File: src/rtl/bfly_pkg.sv
// Shared types and constants for the butterfly network ejection port.
package bfly_pkg;

    localparam int FLIT_W    = 18;
    localparam int PAYLOAD_W = 16;

    // Destination digit position inside a head flit payload.
    localparam int HDR_DEST_HI = 15;
    localparam int HDR_DEST_LO = 14;

    typedef enum logic [1:0] {
        NULL = 2'b00,
        RSVD = 2'b01,
        BODY = 2'b10,
        HEAD = 2'b11
    } flit_type_e;

    typedef struct packed {
        flit_type_e             ftype;
        logic [PAYLOAD_W-1:0]   payload;
    } flit_t;

    // Receiver FSM states.
    typedef enum logic [1:0] {
        ST_IDLE,
        ST_BODY,
        ST_DROP
    } state_e;

    // One payload FIFO entry.
    typedef struct packed {
        logic [PAYLOAD_W-1:0]   data;
        logic                   last;
        logic                   err;
    } fifo_word_t;

endpackage

File: src/rtl/bfly_sync_fifo.sv
// Show-ahead synchronous FIFO with an occupancy count.
module bfly_sync_fifo #(
    parameter int WIDTH = 18,
    parameter int DEPTH = 16,
    localparam int AW   = $clog2(DEPTH)
) (
    input  logic             clk,
    input  logic             rst,
    input  logic             push,
    input  logic [WIDTH-1:0] push_data,
    input  logic             pop,
    output logic [WIDTH-1:0] pop_data,
    output logic [AW:0]      count,
    output logic             empty
);

    logic [WIDTH-1:0] mem [DEPTH];
    logic [AW-1:0]    wr_ptr;
    logic [AW-1:0]    rd_ptr;
    logic             full;
    logic             do_push;
    logic             do_pop;

    assign empty    = (count == '0);
    assign full     = (count == (AW+1)'(DEPTH));
    assign do_push  = push && !full;
    assign do_pop   = pop && !empty;
    assign pop_data = mem[rd_ptr];

    // Storage array; contents need no reset since count gates visibility.
    always_ff @(posedge clk) begin
        if (do_push) mem[wr_ptr] <= push_data;
    end

    // Pointers and occupancy; push+pop together leaves count unchanged.
    always_ff @(posedge clk) begin
        if (rst) begin
            wr_ptr <= '0;
            rd_ptr <= '0;
            count  <= '0;
        end else begin
            if (do_push) wr_ptr <= wr_ptr + 1'b1;
            if (do_pop)  rd_ptr <= rd_ptr + 1'b1;
            case ({do_push, do_pop})
                2'b10:   count <= count + 1'b1;
                2'b01:   count <= count - 1'b1;
                default: ;
            endcase
        end
    end

endmodule

File: src/rtl/bfly_eject_port.sv
// Butterfly ejection port: strips head flits, stages body words so the
// packet end is known at write time, and buffers words with last/err tags.
module bfly_eject_port
    import bfly_pkg::*;
#(
    parameter int DEPTH     = 16,
    parameter int MAX_WORDS = 8
) (
    input  logic              clk,
    input  logic              rst,
    input  logic [FLIT_W-1:0] in_ch,
    output logic              m_valid,
    input  logic              m_ready,
    output logic [15:0]       m_data,
    output logic              m_last,
    output logic              m_err,
    output logic [15:0]       pkt_cnt,
    output logic [15:0]       err_cnt,
    output logic [15:0]       drop_cnt
);

    localparam int AW  = $clog2(DEPTH);
    localparam int WCW = $clog2(MAX_WORDS + 1) + 1;
    // A last=0 write must leave one slot free for the packet terminator.
    localparam logic [AW:0]    MID_LIMIT  = (AW+1)'(DEPTH - 2);
    localparam logic [AW:0]    LAST_LIMIT = (AW+1)'(DEPTH - 1);
    localparam logic [WCW-1:0] WC_MAX     = WCW'(MAX_WORDS);

    flit_t          flit;
    state_e         state, state_n;
    logic           stg_vld, stg_vld_n;
    logic [15:0]    stg_data, stg_data_n;
    logic           open, open_n;
    logic [WCW-1:0] wcnt, wcnt_n;
    logic           err_term;
    logic           push;
    fifo_word_t     push_word;
    fifo_word_t     head_word;
    logic [AW:0]    occ;
    logic           fifo_empty;
    logic           room_mid, room_last;
    logic           inc_pkt, inc_err, inc_drop;

    assign flit      = flit_t'(in_ch);
    assign room_mid  = (occ <= MID_LIMIT);
    assign room_last = (occ <= LAST_LIMIT);

    bfly_sync_fifo #(
        .WIDTH ($bits(fifo_word_t)),
        .DEPTH (DEPTH)
    ) u_fifo (
        .clk       (clk),
        .rst       (rst),
        .push      (push),
        .push_data (push_word),
        .pop       (m_valid && m_ready),
        .pop_data  (head_word),
        .count     (occ),
        .empty     (fifo_empty)
    );

    assign m_valid = !fifo_empty;
    assign m_data  = head_word.data;
    assign m_last  = m_valid && head_word.last;
    assign m_err   = m_valid && head_word.err;

    // Next-state, staging and FIFO write decisions for the sampled flit.
    always_comb begin
        state_n    = state;
        stg_vld_n  = stg_vld;
        stg_data_n = stg_data;
        open_n     = open;
        wcnt_n     = wcnt;
        err_term   = 1'b0;
        push       = 1'b0;
        push_word  = '{data: stg_data, last: 1'b0, err: 1'b0};
        inc_pkt    = 1'b0;
        inc_err    = 1'b0;
        inc_drop   = 1'b0;
        case (state)
            ST_IDLE: begin
                case (flit.ftype)
                    HEAD: begin
                        state_n   = ST_BODY;
                        wcnt_n    = '0;
                        stg_vld_n = 1'b0;
                        open_n    = 1'b0;
                    end
                    BODY, RSVD: inc_err = 1'b1;
                    default: ;
                endcase
            end
            ST_BODY: begin
                err_term = (flit.ftype == RSVD) ||
                           (flit.ftype == BODY && wcnt >= WC_MAX);
                if (err_term) begin
                    // Close what we have as an errored packet, then drop the rest.
                    if (stg_vld) begin
                        if (room_last) begin
                            push      = 1'b1;
                            push_word = '{data: stg_data, last: 1'b1, err: 1'b1};
                        end else begin
                            inc_drop = 1'b1;
                        end
                    end
                    inc_err   = 1'b1;
                    state_n   = ST_DROP;
                    stg_vld_n = 1'b0;
                    open_n    = 1'b0;
                end else if (flit.ftype == BODY) begin
                    wcnt_n = wcnt + 1'b1;
                    if (!stg_vld) begin
                        stg_vld_n  = 1'b1;
                        stg_data_n = flit.payload;
                    end else if (room_mid) begin
                        push       = 1'b1;
                        open_n     = 1'b1;
                        stg_data_n = flit.payload;
                    end else if (open) begin
                        // Reserved slot guarantees this terminator fits.
                        push      = 1'b1;
                        push_word = '{data: stg_data, last: 1'b1, err: 1'b1};
                        inc_err   = 1'b1;
                        state_n   = ST_DROP;
                        stg_vld_n = 1'b0;
                        open_n    = 1'b0;
                    end else begin
                        inc_drop  = 1'b1;
                        state_n   = ST_DROP;
                        stg_vld_n = 1'b0;
                    end
                end else begin
                    // Null or head closes the packet cleanly.
                    if (stg_vld) begin
                        if (room_last) begin
                            push      = 1'b1;
                            push_word = '{data: stg_data, last: 1'b1, err: 1'b0};
                            inc_pkt   = 1'b1;
                        end else begin
                            inc_drop = 1'b1;
                        end
                    end else begin
                        inc_err = 1'b1;
                    end
                    state_n   = (flit.ftype == HEAD) ? ST_BODY : ST_IDLE;
                    wcnt_n    = '0;
                    stg_vld_n = 1'b0;
                    open_n    = 1'b0;
                end
            end
            ST_DROP: begin
                if (flit.ftype == NULL) begin
                    state_n = ST_IDLE;
                end else if (flit.ftype == HEAD) begin
                    state_n   = ST_BODY;
                    wcnt_n    = '0;
                    stg_vld_n = 1'b0;
                    open_n    = 1'b0;
                end
            end
            default: state_n = ST_IDLE;
        endcase
    end

    // FSM, staging register and packet tracking state.
    always_ff @(posedge clk) begin
        if (rst) begin
            state    <= ST_IDLE;
            stg_vld  <= 1'b0;
            stg_data <= '0;
            open     <= 1'b0;
            wcnt     <= '0;
        end else begin
            state    <= state_n;
            stg_vld  <= stg_vld_n;
            stg_data <= stg_data_n;
            open     <= open_n;
            wcnt     <= wcnt_n;
        end
    end

    // Statistics: packet count wraps, error/drop counts saturate.
    always_ff @(posedge clk) begin
        if (rst) begin
            pkt_cnt  <= '0;
            err_cnt  <= '0;
            drop_cnt <= '0;
        end else begin
            if (inc_pkt) pkt_cnt <= pkt_cnt + 1'b1;
            if (inc_err && err_cnt != 16'hFFFF) err_cnt <= err_cnt + 1'b1;
            if (inc_drop && drop_cnt != 16'hFFFF) drop_cnt <= drop_cnt + 1'b1;
        end
    end

endmodule

File: config.mk
export PLATFORM = sky130hd
export DESIGN_NAME = bfly_eject_port
export DESIGN_NICKNAME = d
export VERILOG_FILES = /design/src/rtl/bfly_pkg.sv /design/src/rtl/bfly_sync_fifo.sv /design/src/rtl/bfly_eject_port.sv
export SDC_FILE = /design/constraint.sdc
export NUM_CORES = 1
export LEC_CHECK = 0
export ABC_AREA = 1
export CAP_MARGIN = 20
export CORE_AREA = 2 2 229 231
export CTS_CLUSTER_DIAMETER = 40
export CTS_CLUSTER_SIZE = 24
export DETAILED_ROUTE_END_ITERATION = 8
export DIE_AREA = 0 0 231 233
export HOLD_SLACK_MARGIN = 0.1
export PLACE_DENSITY = 0.52
export RECOVER_POWER = 50
export SLEW_MARGIN = 20
export SYNTH_ARGS = -nofsm -noshare
export SYNTH_HDL_FRONTEND = slang
export SYNTH_SLANG_ARGS = --single-unit
export TNS_END_PERCENT = 20
File: constraint.sdc
create_clock -name clk -period 6.95 [get_ports clk]
set_input_delay 1.39 -clock clk [delete_from_list [all_inputs] [get_ports clk]]
set_output_delay 1.39 -clock clk [all_outputs]
set_load 0.05 [all_outputs]
==> results of run 1 <==
[worst min path at each step]
stage,start,to,slack [ns],cells after the start
finish,wcnt[4],wcnt[4],0.45,2
global route,wcnt[4],wcnt[4],0.47,2
CTS,wcnt[4],wcnt[4],0.45,2
detailed placement,wcnt[4],wcnt[4],0.44,2
global placement,wcnt[4],wcnt[4],0.44,2
floorplan,u_fifo.rd_ptr[3],flip-flop,0.43,1
[metal layers]
metal	GRT usage [%]	routed length [µm]	vias to the layer above
met3	4.400	2971	84
met4	5.302	1050	14
met5	0	94	-
met1	20.92	19050	5566
met2	25.06	19390	321
li1	-	-	5623
[cells by family after synthesis]
kind of cell | Yosys count
buf+inv | 149
flops | 378
fa+ha+maj | 18
mux | 7
xor+xnor | 31
compound gates | 331
simple gates | 622
[registers in the layout, summed over array words and instances, names as in the netlist, named ones only]
| name | count |
|---|---|
| open | 1 |
| pkt_cnt | 16 |
| stg_data | 16 |
| stg_vld | 1 |
| wcnt | 5 |
| u_fifo.count | 5 |
| u_fifo.mem | 288 |
| u_fifo.rd_ptr | 4 |
| state | 2 |
| u_fifo.wr_ptr | 4 |
| drop_cnt | 16 |
| err_cnt | 16 |
[power breakdown]
group | total [mW] | internal, mW | switching, mW
Clock | 2.90 | 1.71 | 1.20
Sequential | 2.58 | 2.45 | 0.130
Combinational | 1.48 | 0.471 | 1.01
Total | 6.96 | 4.63 | 2.33
[layout make-up]
class                   instances  area (µm²)  share of cell area (%)
diodes                          3       7.507                 0.03800
repair buffers                110        1031                   5.219
well taps                     680       850.8                   4.307
clock inverters                49       530.5                   2.686
multi-input cells            1009        5151                   26.08
inverters                      71       269.0                   1.362
clock buffers                  59        1455                   7.366
flip-flops and latches        378       10460                   52.95
[worst min-delay path, cell delays in order (launching register included)]
cell and delay (ns):
dfxtp_1 0.31, nand2_1 0.06, nor2_1 0.03
[through the flow]
stage | std cells | power, mW | hold slack (ns) | utilization, %
after floorplan | 1536 | 3.666 | 0.4277 | -
after global placement | 2247 | 4.122 | 0.4406 | 34.81
after detailed placement | 2247 | 4.128 | 0.4420 | 34.82
after CTS | 2355 | 7.059 | 0.4526 | 38.70
after global routing | 2356 | 7.297 | 0.4698 | 38.65
final | 2359 | 6.961 | 0.4481 | 38.66
[synthesized netlist by cell type, drive strengths merged]
| library cell | number | area (µm²) |
|---|---|---|
| nor2 | 325 | 1262 |
| edfxtp | 288 | 8648 |
| o21ai | 179 | 903.4 |
| nand2 | 177 | 676.9 |
| dfxtp | 90 | 1802 |
| nand3 | 77 | 405.4 |
| inv | 68 | 255.2 |
| a21oi | 64 | 372.9 |
| o211ai | 59 | 442.9 |
| buf | 39 | 232.7 |
| clkbuf | 39 | 146.4 |
| nand4 | 26 | 177.7 |
| xor2 | 23 | 201.4 |
| ha | 18 | 225.2 |
| o221ai | 13 | 113.9 |
| nor3 | 12 | 60.06 |
| o21bai | 9 | 67.56 |
| xnor2 | 8 | 70.07 |
| mux2i | 7 | 70.07 |
| clkinv | 3 | 11.26 |
| a31oi | 2 | 12.51 |
| nand3b | 2 | 15.01 |
| o21a | 2 | 15.01 |
| or2 | 2 | 12.51 |
| a31o | 1 | 8.760 |
| a41oi | 1 | 8.760 |
| and2 | 1 | 6.260 |
| o22ai | 1 | 6.260 |
==> out/results.ini, run 1 <==
[clocking]
worst_skew_pair.late_latency_ns=0.62
cts_buffers=58
path_clk_slew_ns=0.06
post-cts-setup-buffers=0
cts_root_buffer=clkbuf_16
clk_path_buf_depth=3
cts.hold.buffers_added=0
h-tree-depth=2
tritoncts=built
ctsResizeCount=0
cts_sinks=378

[floorplanning]
start_util_pct=31.77
dieHeight_um=233
core_area_mm2=0.05109
rows=83
die_w_um=231
die_area_mm2=0.05382
pin_count=88

[synth]
ys_seq_area_share_pct=64.38
synth.distinct_cells=42
synth_compound_area_share_pct=12.03
synth_fa_ha_area_share_pct=1.388
yosys_warnings=0
synthSimpleGateAreaFrac_pct=16.12
synth_area_mm2=0.01623
synth.area.mux_share_pct=0.4317
synth-seq-cells=378
synth_xor_area_share_pct=1.673
syn-num-nets=1575
synth_top_family_by_area=simple AND/OR/NAND/NOR gates
synth_area_per_cell_um2=10.57
netlist_instances=1536

[sta]
final_max_slew_viol_count=50
final.setup.tns_ns=0
fmax_mhz=189.9
relSlewSlack_pct=-70.76
setup_ws_ns=1.684
tightest_slew_ns=2.561
finalCritPeriodShare_pct=75.76
rsz0062_at_grt=no
clock_skew_ns=0.02984
hold_viol=0
setup-violations-final=0
min_period_ns=5.266

[worst_setup_path]
slowest_delay_ns=0.86
crit_path_start_kind=flip-flop
crit_path_end=m_data[6]
worstReg2RegEnd=u_fifo.count[4]
crit_slowest_cell=buf_4
worstSetupEndpointType=output pin
rr_worst_depth=15
crit_fanout=100
rrSetupSlack_ns=3.92
r2r_start=state[0]
crit_chain=buf_4, o21ai_0, o211ai_1, nand3_1, nand2_1, clkdlybuf4s50_1
critPathTopFamily=buffers and inverters
path_depth=6
crit_buf_inv=2
cp.required_ns=5.56
path_class=flip-flop to output pin
worstPathArrival_ns=3.88

[placed_design]
port-buffer-count=87
hpwl_um=25480
place_ws_ns=2.211
place_area_mm2=0.01779
gp_congestion=0.8106

[finish]
most-common-layout-cells=nor2_1 (301), edfxtp_1 (288), nand2_1 (175), o21ai_0 (168), dfxtp_1 (87)
syn_to_final_growth_pct=21.71
design_area_mm2=0.01975
fin_nets=1667
post_route_cells_drive_above_1_share_pct=10.44
n_fill_cell=5017
final_common_cell=nor2_1

[grt]
antenna_found_initial=10
grt_overflow=0
grt_first_pass_wirelength_um=66280
grt_pass1_vias=11390
grt_usage_pct=15.85
grt_max_degree=101

[run_status]
violations=capacitance limit, slew limit
outcome=finished, violations left

[power_and_ir_drop]
p_leak_nw=6.888
p_per_area_mw_per_mm2=352.4
ir_drop_uv=182.0

[detailed_routing]
drc_errors=0
wirelength_um=42560
dr.pass1.iters=5
avgRoutedWirePerCell_um=18.04
first_iter_violations=845
vias=11610
via_per_inst=4.921
antenna_left=0

[run]
maxCapViolations=1

[min_path]
hold_class=flip-flop to flip-flop

Note: power is estimated with default switching activity, not from simulation.
==> run 2: changes to the inputs <==
clock period = 5.4 ns   (was 6.95 ns; I/O delays follow)
==> out/results.ini, run 2 (synthesis gave the netlist of run 1 again) <==
[placed_design]
port-buffer-count=87
hpwl_um=24720
gp_congestion=0.8046

[worst_setup_path]
cp.required_ns=4.32
crit_path_end=m_data[8]
worstReg2RegEnd=stg_data[6]
worstPathArrival_ns=3.32
path_class=flip-flop to output pin
crit_fanout=52
r2r_start=state[0]
worstSetupEndpointType=output pin
rrSetupSlack_ns=2.29
rr_worst_depth=9
crit_path_start_kind=flip-flop

[run]
maxCapViolations=0

[grt]
grt_overflow=0
grt_pass1_vias=11260
antenna_found_initial=8
grt_usage_pct=15.12
grt_max_degree=101
grt_first_pass_wirelength_um=64250

[power_and_ir_drop]
netSwitchingPower_mw=2.864
p_leak_nw=6.864
ir_drop_uv=236.3
clock_power_share_pct=39.1
switching_share_pct=32.88
pwr-share-seq_pct=37.1
comb_power_share_pct=23.8
internal-power_mw=5.847
p_per_area_mw_per_mm2=446.4

[sta]
tightest_slew_ns=1.351
min_period_ns=4.400
relSlewSlack_pct=9.932
hold_viol=0
fmax_mhz=227.3
final_max_slew_viol_count=0
final.setup.tns_ns=0
clock_skew_ns=0.02334
rsz0062_at_grt=no
setup-violations-final=0
finalCritPeriodShare_pct=81.48
whs_ns=0.4528

[detailed_routing]
wirelength_um=40810
via_per_inst=4.931
first_iter_violations=777
dr.pass1.iters=5
drc_errors=0
antenna_left=0
vias=11560
avgRoutedWirePerCell_um=17.40

[floorplanning]
rows=83
core_area_mm2=0.05109
die_area_mm2=0.05382
dieHeight_um=233
die_w_um=231
pin_count=88
start_util_pct=31.77

[finish]
largest_reg_flops=288
largest-register=u_fifo.mem
n_fill_cell=5066
final_common_cell=nor2_1
fin_nets=1661
post_route_cells_drive_above_1_share_pct=9.206
most-common-layout-cells=nor2_1 (302), edfxtp_1 (288), nand2_1 (175), o21ai_0 (168), dfxtp_1 (87)
syn_to_final_growth_pct=20.24

[clocking]
worst_skew_pair.late_latency_ns=0.57
cts_root_buffer=clkbuf_16
cts_sinks=378
cts_buffers=50
post-cts-setup-buffers=0
ctsResizeCount=0
clk_path_buf_depth=3
cts.hold.buffers_added=0
h-tree-depth=2
tritoncts=built
path_clk_slew_ns=0.05

[min_path]
hold_class=flip-flop to flip-flop

[run_status]
outcome=finished clean

==> run 2: worst max-delay path, stage by stage (launching register included) <==
cell             delay, ns
dfxtp_4               0.35
inv_4                 0.45
buf_12                0.30
nor2_1                0.06
nor2_1                0.08
o21ai_0               0.09
o211ai_1              0.19
nand3_1               0.23
nand2_1               0.13
clkdlybuf4s50_1       0.81
==> run 2: cell type report <==
class	instances	area, µm²	area share (%)
sequential	378	10460	53.59
clock buffer	54	1287	6.597
clock inverter	38	435.4	2.231
inverter	71	269.0	1.378
timing repair buffer	112	1090	5.584
multi-input combinational	1009	5117	26.22
tap	680	850.8	4.360
antenna	3	7.507	0.03847
==> run 2: worst min path at each step <==
stage,startpoint,to,slack [ns],depth (start not counted)
final,wcnt[4],wcnt[4],0.45,2
after global routing,wcnt[4],wcnt[4],0.48,2
after CTS,wcnt[4],wcnt[4],0.45,2
after detailed placement,wcnt[4],wcnt[4],0.44,2
after global placement,wcnt[4],wcnt[4],0.44,2
after floorplan,u_fifo.rd_ptr[3],flip-flop,0.43,1
==> run 2: metrics by stage <==
step / util, % / cell area (µm²) / total power [mW] / setup slack, ns / cells
after floorplan: - / 16230 / 4.718 / 2.009 / 1536
after CTS: 38.27 / 19550 / 8.817 / 0.7645 / 2341
after global routing: 38.19 / 19510 / 9.129 / 0.7820 / 2343
final: 38.20 / 19520 / 8.711 / 1.000 / 2345
after detailed placement: 34.89 / 17830 / 5.387 / 1.017 / 2249
after global placement: 34.89 / 17830 / 5.375 / 1.153 / 2249
==> run 2: power groups by stage <==
stage	Clock (mW)	Sequential (mW)	Combinational [mW]
floorplan	0	3.25	1.47
global placement	0	3.36	2.01
detailed placement	0	3.36	2.02
CTS	3.48	3.30	2.03
global route	3.60	3.24	2.29
finish	3.41	3.23	2.07
==> run 2: metal layers <==
metal,share of wire (%),GRT usage (%),up-vias
met5,0.20,0,-
met2,46,24.48,271
met1,46,20.60,5618
met4,1.6,3.266,12
met3,6.2,3.517,65
li1,-,-,5597
